### src/rtl/mem_access_ctrl.sv
// Load/store unit front end: accepts one pipeline memory operation at a time,
// runs it on a simple ready-handshake bus and returns an aligned, extended result.
module mem_access_ctrl #(
    parameter int DATA_WIDTH = 32,
    parameter int ADDR_WIDTH = 32,
    parameter int TIMEOUT    = 255
) (
    input  logic                    clk,
    input  logic                    rst_n,
    input  logic                    flush,
    input  logic                    req_valid,
    input  logic                    req_write,
    input  logic [1:0]              req_size,
    input  logic                    req_signed,
    input  logic [ADDR_WIDTH-1:0]   req_addr,
    input  logic [DATA_WIDTH-1:0]   req_wdata,
    output logic                    stall,
    output logic                    resp_valid,
    output logic [DATA_WIDTH-1:0]   resp_rdata,
    output logic                    exc_misalign,
    output logic                    exc_bus,
    output logic                    bus_req,
    output logic                    bus_we,
    output logic [ADDR_WIDTH-1:0]   bus_addr,
    output logic [DATA_WIDTH/8-1:0] bus_sel,
    output logic [DATA_WIDTH-1:0]   bus_wdata,
    input  logic                    bus_ready,
    input  logic [DATA_WIDTH-1:0]   bus_rdata
);

    localparam int NB    = DATA_WIDTH / 8;
    localparam int OFF_W = $clog2(NB);
    localparam int CNT_W = $clog2(TIMEOUT + 1);

    typedef enum logic [1:0] {
        IDLE,
        BUSY,
        RESP
    } state_t;

    state_t state_q, state_d;

    logic                  lat_write;
    logic                  lat_signed;
    logic [3:0]            lat_bytes;
    logic [OFF_W-1:0]      lat_off;
    logic [ADDR_WIDTH-1:0] addr_q;
    logic [NB-1:0]         sel_q;
    logic [DATA_WIDTH-1:0] wdata_q;
    logic [DATA_WIDTH-1:0] rdata_q;
    logic                  mis_q;
    logic                  bexc_q;
    logic [CNT_W-1:0]      cnt_q;
    logic                  flush_pend_q;

    logic                  accept;
    logic                  timeout_hit;
    logic [OFF_W-1:0]      req_off;
    logic [3:0]            req_bytes;
    logic                  req_misalign;
    logic [NB-1:0]         req_sel_base;
    logic [DATA_WIDTH-1:0] shifted;
    logic [DATA_WIDTH-1:0] ld_mask;
    logic [DATA_WIDTH-1:0] load_ext;
    logic                  sign_bit;

    assign accept      = (state_q == IDLE) && req_valid && !flush;
    assign timeout_hit = !bus_ready && (cnt_q == CNT_W'(TIMEOUT - 1));
    assign req_off     = req_addr[OFF_W-1:0];
    assign req_bytes   = 4'd1 << req_size;

    // Double accesses only exist on a 64-bit bus; on 32 bits they are treated as misaligned.
    always_comb begin
        req_misalign = 1'b0;
        case (req_size)
            2'd0:    req_misalign = 1'b0;
            2'd1:    req_misalign = req_addr[0];
            2'd2:    req_misalign = |req_addr[1:0];
            default: req_misalign = (DATA_WIDTH != 64) || (|req_addr[2:0]);
        endcase
    end

    always_comb begin
        req_sel_base = '0;
        for (int i = 0; i < NB; i++) begin
            req_sel_base[i] = (i < int'(req_bytes));
        end
    end

    // Load path: right-justify the addressed lanes, keep the access size, then extend.
    always_comb begin
        shifted  = bus_rdata >> {lat_off, 3'b000};
        ld_mask  = '0;
        sign_bit = 1'b0;
        for (int i = 0; i < NB; i++) begin
            if (i < int'(lat_bytes)) begin
                ld_mask[8*i +: 8] = 8'hFF;
            end
            if (i == int'(lat_bytes) - 1) begin
                sign_bit = shifted[8*i+7];
            end
        end
        load_ext = (shifted & ld_mask) | ((lat_signed && sign_bit) ? ~ld_mask : '0);
    end

    always_ff @(posedge clk or negedge rst_n) begin
        if (!rst_n) begin
            state_q <= IDLE;
        end else begin
            state_q <= state_d;
        end
    end

    always_comb begin
        state_d = state_q;
        case (state_q)
            IDLE: begin
                if (accept) begin
                    state_d = req_misalign ? RESP : BUSY;
                end
            end
            BUSY: begin
                if (bus_ready || timeout_hit) begin
                    state_d = RESP;
                end
            end
            RESP:    state_d = IDLE;
            default: state_d = IDLE;
        endcase
    end

    // Request latch, wait counter and result capture; bus_ready beats a same-cycle timeout.
    always_ff @(posedge clk or negedge rst_n) begin
        if (!rst_n) begin
            lat_write    <= 1'b0;
            lat_signed   <= 1'b0;
            lat_bytes    <= '0;
            lat_off      <= '0;
            addr_q       <= '0;
            sel_q        <= '0;
            wdata_q      <= '0;
            rdata_q      <= '0;
            mis_q        <= 1'b0;
            bexc_q       <= 1'b0;
            cnt_q        <= '0;
            flush_pend_q <= 1'b0;
        end else begin
            case (state_q)
                IDLE: begin
                    if (accept) begin
                        lat_write  <= req_write;
                        lat_signed <= req_signed;
                        lat_bytes  <= req_bytes;
                        lat_off    <= req_off;
                        addr_q     <= {req_addr[ADDR_WIDTH-1:OFF_W], {OFF_W{1'b0}}};
                        sel_q      <= req_sel_base << req_off;
                        wdata_q    <= req_wdata << {req_off, 3'b000};
                        rdata_q    <= '0;
                        mis_q      <= req_misalign;
                        bexc_q     <= 1'b0;
                        cnt_q      <= '0;
                    end
                end
                BUSY: begin
                    if (flush) begin
                        flush_pend_q <= 1'b1;
                    end
                    if (bus_ready) begin
                        rdata_q <= lat_write ? '0 : load_ext;
                    end else if (timeout_hit) begin
                        bexc_q  <= 1'b1;
                        rdata_q <= '0;
                    end else begin
                        cnt_q <= cnt_q + 1'b1;
                    end
                end
                RESP: begin
                    flush_pend_q <= 1'b0;
                end
                default: ;
            endcase
        end
    end

    // Bus outputs are only meaningful in BUSY and read as zero otherwise.
    always_comb begin
        bus_req      = (state_q == BUSY);
        bus_we       = bus_req && lat_write;
        bus_addr     = bus_req ? addr_q  : '0;
        bus_sel      = bus_req ? sel_q   : '0;
        bus_wdata    = bus_req ? wdata_q : '0;
        stall        = bus_req || (accept && rst_n);
        resp_valid   = (state_q == RESP) && !flush_pend_q;
        resp_rdata   = resp_valid ? rdata_q : '0;
        exc_misalign = resp_valid && mis_q;
        exc_bus      = resp_valid && bexc_q && !mis_q;
    end

endmodule
### config.mk
export PLATFORM = sky130hd
export DESIGN_NAME = mem_access_ctrl
export DESIGN_NICKNAME = d
export VERILOG_FILES = /design/src/rtl/mem_access_ctrl.sv
export SDC_FILE = /design/constraint.sdc
export NUM_CORES = 1
export LEC_CHECK = 0
export ABC_CLOCK_PERIOD_IN_PS = 1650
export CAP_MARGIN = 25
export CELL_PAD_IN_SITES_DETAIL_PLACEMENT = 0
export CELL_PAD_IN_SITES_GLOBAL_PLACEMENT = 1
export CORE_MARGIN = 1
export CORE_UTILIZATION = 31
export CTS_CLUSTER_DIAMETER = 60
export DETAILED_ROUTE_END_ITERATION = 10
export GPL_TIMING_DRIVEN = 0
export PLACE_DENSITY_LB_ADDON = 0.1
export SLEW_MARGIN = 10
export SYNTH_ARGS = -nofsm -noshare
export SYNTH_HDL_FRONTEND = slang
export SYNTH_SLANG_ARGS = --single-unit
### constraint.sdc
create_clock -name clk -period 1.65 [get_ports clk]
set_input_delay 0.165 -clock clk [delete_from_list [all_inputs] [get_ports clk]]
set_output_delay 0.165 -clock clk [all_outputs]
set_load 0.02 [all_outputs]
==> impl_metrics.py, run 1 <==
metrics = {
    "run_status": {
        "status": "complete, but fails checks",
        "violations": "negative hold slack, negative setup slack",
    },
    "timing": {
        "relSlewSlack_pct": 51.57,
        "fin_crit_ns": 1.914,
        "finalWorstSetupSlack_ns": -0.2637,
        "finalCritPeriodShare_pct": 116.0,
        "slew_viol_final": 0,
        "max_freq_mhz": 522.6,
        "hold_ws_ns": -0.3052,
        "grt_setup_unrepaired": "yes",
        "hold_viol_final": 53,
        "skew_ns": 0.007867,
        "setup_viol": 198,
        "worst_pin_slew_ns": 0.7237,
    },
    "cts": {
        "clock_tree.root_cell": "clkbuf_16",
        "htreeDepth": 4,
        "cts.reportedPaths.clkPinSlew_ns": 0.06,
        "cts_sinks": 119,
        "cts_tree": "done",
        "clk_latency_ns": 0.42,
        "cts_made_buffers": 17,
        "clockBufferDepth": 2,
    },
    "global_route": {
        "grt_pass1_wl_um": 34120,
        "grt-ovfl-total": 0,
        "track_usage_pct": 20.84,
        "grt_max_degree": 67,
        "grt_pass1_vias": 5971,
        "antenna_found_initial": 0,
    },
    "finish": {
        "fin_cells": 1271,
        "fin_nets": 1095,
        "final_cell_mix": "dfrtp_1 (115), buf_6 (110), nand2_1 (108)",
        "drive_gt1_share_pct": 46.75,
        "final_common_cell": "dfrtp_1",
        "antenna_cells": 0,
        "post-route-util_pct": 56.71,
        "nFillCells": 1847,
        "area_delta_synth_final_pct": 79.06,
    },
    "placed_design": {
        "globalplace.congestion": 0.7935,
        "portBuffers": 206,
        "dp_hpwl_um": 15260,
        "numPlacedInstances": 1200,
    },
    "job": {
        "drv_cap": 0,
    },
    "floorplanning": {
        "coreArea_um2": 20300,
        "rows": 52,
        "initial_core_util_pct": 31.67,
        "die_w_um": 146.0,
        "die_area_um2": 21320,
        "ios": 211,
        "dieHeight_um": 146.0,
    },
    "setup_path": {
        "critPathLaunchType": "flip-flop",
        "end_kind": "output port",
        "arrival_ns": 1.75,
        "critPathKind": "flip-flop to output port",
        "crit_fanout": 6,
        "required_ns": 1.48,
    },
    "detailed_routing": {
        "ant_nets": 0,
        "first_pass_iters": 5,
        "finalWirelength_um": 22710,
        "drtIter0Drc": 209,
        "drc": 0,
        "vias_per_cell": 4.867,
        "wl_per_cell_um": 17.87,
        "vias": 6186,
    },
    "power": {
        "irDropWorstVdd_mv": 0.6408,
        "power_leakage_nw": 5.283,
        "powerDensity_nw_per_um2": 978.1,
    },
    "worst_hold_path": {
        "holdCritPathClass": "input pin to async pin",
    },
    "synth": {
        "synthFlopType": "dfrtp_1",
        "synth_edf_count": 0,
        "ys_seq_area_share_pct": 46.32,
        "postSynthCellCount": 721,
        "ys_async_sr_fraction_pct": 100.0,
        "synth_warnings": 0,
        "ys_seq_elements": 119,
        "ys_types": 51,
        "synth_area_um2": 6429,
        "avgSynthCellArea_um2": 8.916,
    },
}
[timing repair]
item	CTS	global route
endpoints found under the hold margin	53	53
gates cloned	6	9
setup endpoints to repair	222	220
pin swaps	44	122
resized for setup	768	255
buffers inserted	18	12
[flip-flops by register name (all words and copies together), names as in the netlist, 2 cells and up]
name	flops
lat_off	2
cnt_q	8
lat_bytes	4
state_q	2
sel_q	4
rdata_q	32
wdata_q	32
addr_q	30
[cell families (layout without fill, tap and decap cells)]
logic type / count (synthesis) / after routing / share of synthesized area, %
multiplexers: 49 / 49 / 7.941
flip-flops: 119 / 119 / 46.32
AO/OA/AOI/OAI: 110 / 110 / 12.38
adder cells (fa/ha/maj): 2 / 2 / 0.3892
AND/OR/NAND/NOR: 371 / 371 / 28.01
buffers and inverters: 64 / 343 / 4.223
XOR/XNOR: 5 / 5 / 0.6812
other: 1 / 2 / 0.05833
[layout make-up]
type	count	area, um^2	area share, %
tap	270	337.8	2.935
clock buffer	18	429.2	3.728
timing repair buffer	252	2829	24.58
inverter	11	53.80	0.4674
clock inverter	14	197.7	1.717
buffer	48	579.3	5.033
multi-input combinational	539	4101	35.63
sequential	119	2983	25.91
[routing by layer]
metal	up-vias	global-route usage, %	part of all wire (%)
met2	184	32.80	48
met5	-	0	0
met4	0	7.448	1.6
li1	2989	-	-
met3	22	5.078	5.8
met1	2991	27.82	45
[worst paths after layout]
check	startpoint	to	slack, ns	cells after the start
setup / recovery	state_q[0]	bus_wdata[9]	-0.26	6
hold / removal	rst_n	rdata_q[27]	-0.31	1
setup reg to reg	state_q[0]	rdata_q[21]	-0.16	6
hold reg to reg	addr_q[24]	addr_q[24]	0.47	2
max in group asynchronous	rst_n	lat_bytes[0]	1.22	2
min in group clk	req_size[1]	lat_bytes[3]	0.15	3
[cell usage after synthesis (all sizes together) (3+ instances only)]
cell type,n,area (um^2)
a21oi,19,95.09
a221o,16,160.2
a31oi,3,31.28
and2,100,625.6
buf,16,91.33
clkbuf,37,138.9
dfrtp,119,2978
inv,11,41.29
mux2,16,180.2
mux2i,33,330.3
nand2,196,735.7
nand3,15,75.07
nand4,4,25.02
nor2,27,101.4
nor2b,5,31.28
nor4b,3,32.53
o211ai,12,90.09
o21ai,27,135.1
o221ai,7,61.31
o2bb2ai,8,70.07
o31ai,9,67.56
xor2,5,43.79
[stage by stage]
step                setup slack [ns]  area [um^2]  power [mW]  hold WS (ns)  setup TNS, ns
floorplan                    -0.1089         6459       5.029       -0.1306         -2.052
global placement              -4.701         8859       6.053        0.4427        -705.07
detailed placement            -1.288         8902       6.077        0.1694        -145.07
CTS                          -0.2455        10400       10.61       -0.2831         -24.35
global route                 -0.3306        11510       11.79       -0.2654         -38.92
finish                       -0.2637        11510       11.26       -0.3052         -27.26
[critical path, stage by stage, from the launching register on]
cell and delay, ns:
dfrtp_2 0.48, nand2b_4 0.14, clkinv_8 0.09, clkbuf_16 0.17, clkbuf_16 0.15, and2_4 0.15, buf_6 0.13
[where the power goes]
group / switching (mW) / internal (mW) / leakage [nW]
clock: 1.45 / 2.54 / 0.290
combinational: 1.60 / 1.78 / 3.44
sequential: 0.470 / 3.43 / 1.55
total: 3.52 / 7.74 / 5.28
Power figures use the tool's default switching activity.
==> run 2, diff against run 1 <==
Settings changed: SKIP_CTS_REPAIR_TIMING from default to 1.
==> run 2 against run 1 <==
  * The flow still finishes with violations (negative hold slack, negative setup slack)
  * Largest power group unchanged
  * Clock skew about the same
  * Critical endpoint is now resp_rdata[0]
  * Register-to-register slack worse by 0.07 ns
  * Clock power about the same
  * Via count down 1.5%
  * Core utilization down 2.6 points
  * Die area unchanged
==> impl_metrics.py, run 2 (synthesis results as in run 1) <==
metrics = {
    "finish": {
        "area_delta_synth_final_pct": 70.81,
        "nFillCells": 1919,
        "reg_top3": "rdata_q: 32 flops, wdata_q: 32 flops, addr_q: 30 flops",
        "multi_input_area_um2": 3861,
        "post-route-util_pct": 54.09,
        "fin_cells": 1263,
        "fin_area_um2": 10980,
        "final_cell_mix": "nand2_1 (128), dfrtp_1 (115), clkdlybuf4s50_1 (101)",
        "final_common_cell": "nand2_1",
        "drive_gt1_share_pct": 39.58,
        "register_area_um2": 2983,
        "fin_nets": 1087,
        "antenna_cells": 0,
    },
    "setup_path": {
        "r2r-start": "state_q[0]",
        "crit_buf_inv": 3,
        "crit_family": "flip-flops",
        "required_ns": 1.48,
        "r2r_end": "rdata_q[26]",
        "critPathMostFrequentCell": "buf_6",
        "regToRegSetupSlack_ns": -0.23,
        "crit_path_max_incr_delay_ns": 0.49,
        "crit_fanout": 10,
        "critPathKind": "flip-flop to output port",
        "cp_slowest_cell": "dfrtp_2",
        "critPathLaunchType": "flip-flop",
        "worstPathCellList": "nor3b_4, buf_6, buf_6, and2_1, buf_6",
        "end_kind": "output port",
        "arrival_ns": 1.72,
        "r2r_cells": 4,
    },
    "cts": {
        "cts_sinks": 119,
        "cts_made_buffers": 17,
        "clock_tree.root_cell": "clkbuf_16",
        "htreeDepth": 4,
        "cts.reportedPaths.clkPinSlew_ns": 0.06,
        "cts_tree": "done",
        "clockBufferDepth": 2,
        "clk_latency_ns": 0.42,
    },
    "floorplanning": {
        "coreArea_um2": 20300,
        "die_area_um2": 21320,
        "rows": 52,
        "die_w_um": 146.0,
        "initial_core_util_pct": 31.67,
        "ios": 211,
        "dieHeight_um": 146.0,
    },
    "power": {
        "power_leakage_nw": 5.096,
        "irDropWorstVdd_mv": 0.6072,
        "powerDensity_nw_per_um2": 993.9,
        "power_mw": 10.91,
    },
    "timing": {
        "worst_pin_slew_ns": 0.7164,
        "max_freq_mhz": 531.0,
        "finalWorstSetupSlack_ns": -0.2333,
        "setup_viol": 209,
        "tns_ns": -30.18,
        "slew_viol_final": 0,
        "finalCritPeriodShare_pct": 114.1,
        "hold_ws_ns": -0.3180,
        "skew_ns": 0.008339,
        "fin_crit_ns": 1.883,
        "grt_setup_unrepaired": "yes",
        "hold_viol_final": 53,
        "relSlewSlack_pct": 52.06,
    },
    "placed_design": {
        "globalplace.congestion": 0.7935,
        "dp_hpwl_um": 15260,
        "placed_area_um2": 8902,
        "numPlacedInstances": 1200,
        "pre_cts_slack_ns": -1.288,
        "portBuffers": 206,
    },
    "global_route": {
        "grt_max_degree": 67,
        "grt_pass1_wl_um": 32680,
        "grt_pass1_vias": 5770,
        "track_usage_pct": 19.92,
        "antenna_found_initial": 0,
        "grt-ovfl-total": 0,
    },
    "detailed_routing": {
        "first_pass_iters": 4,
        "vias": 6095,
        "drtIter0Drc": 246,
        "ant_nets": 0,
        "drc": 0,
        "wl_per_cell_um": 17.65,
        "finalWirelength_um": 22290,
        "vias_per_cell": 4.826,
    },
    "run_status": {
        "status": "complete, but fails checks",
        "violations": "negative hold slack, negative setup slack",
    },
    "job": {
        "drv_cap": 0,
    },
    "worst_hold_path": {
        "holdCritPathClass": "input pin to async pin",
    },
}
run 2: cell count changes in the layout (fill, tap and decap cells not counted), sizes merged:
cell,delta
inv,+1
clkinv,-1
buf,-10
clkbuf,+2
run 2: metal layers:
layer / vias to the layer above / wire [um] / global-route usage, % / part of all wire (%)
met5: - / 0 / 0 / 0
met4: 0 / 391 / 6.406 / 1.8
met3: 27 / 1274 / 5.016 / 5.7
li1: 2977 / - / - / -
met1: 2926 / 10220 / 26.77 / 46
met2: 165 / 10410 / 31.34 / 47
run 2: cell type report:
type | instances | area share [%]
clock buffer | 18 | 3.908
timing repair buffer | 243 | 23.91
clock inverter | 14 | 1.800
inverter | 11 | 0.4444
buffer | 49 | 4.535
tap | 270 | 3.077
multi-input combinational | 539 | 35.16
sequential | 119 | 27.17
run 2: worst max path at each step:
stage	startpoint	to	slack, ns	cells after the start
5_1_grt	state_q[0]	resp_rdata[7]	-0.30	5
3_5_place_dp	state_q[1]	bus_wdata[15]	-1.29	6
3_3_place_gp	rst_n	addr_q[28]	-4.70	1
2_1_floorplan	state_q[1]	rdata_q[31]	-0.11	5
6_report	state_q[0]	resp_rdata[0]	-0.23	5
4_1_cts	state_q[1]	bus_wdata[15]	-1.75	6
run 2: power breakdown:
part	internal, mW	total, mW	switching [mW]
clock network	2.54	3.99	1.45
logic	1.55	3.07	1.52
registers	3.43	3.85	0.426
total	7.52	10.9	3.40
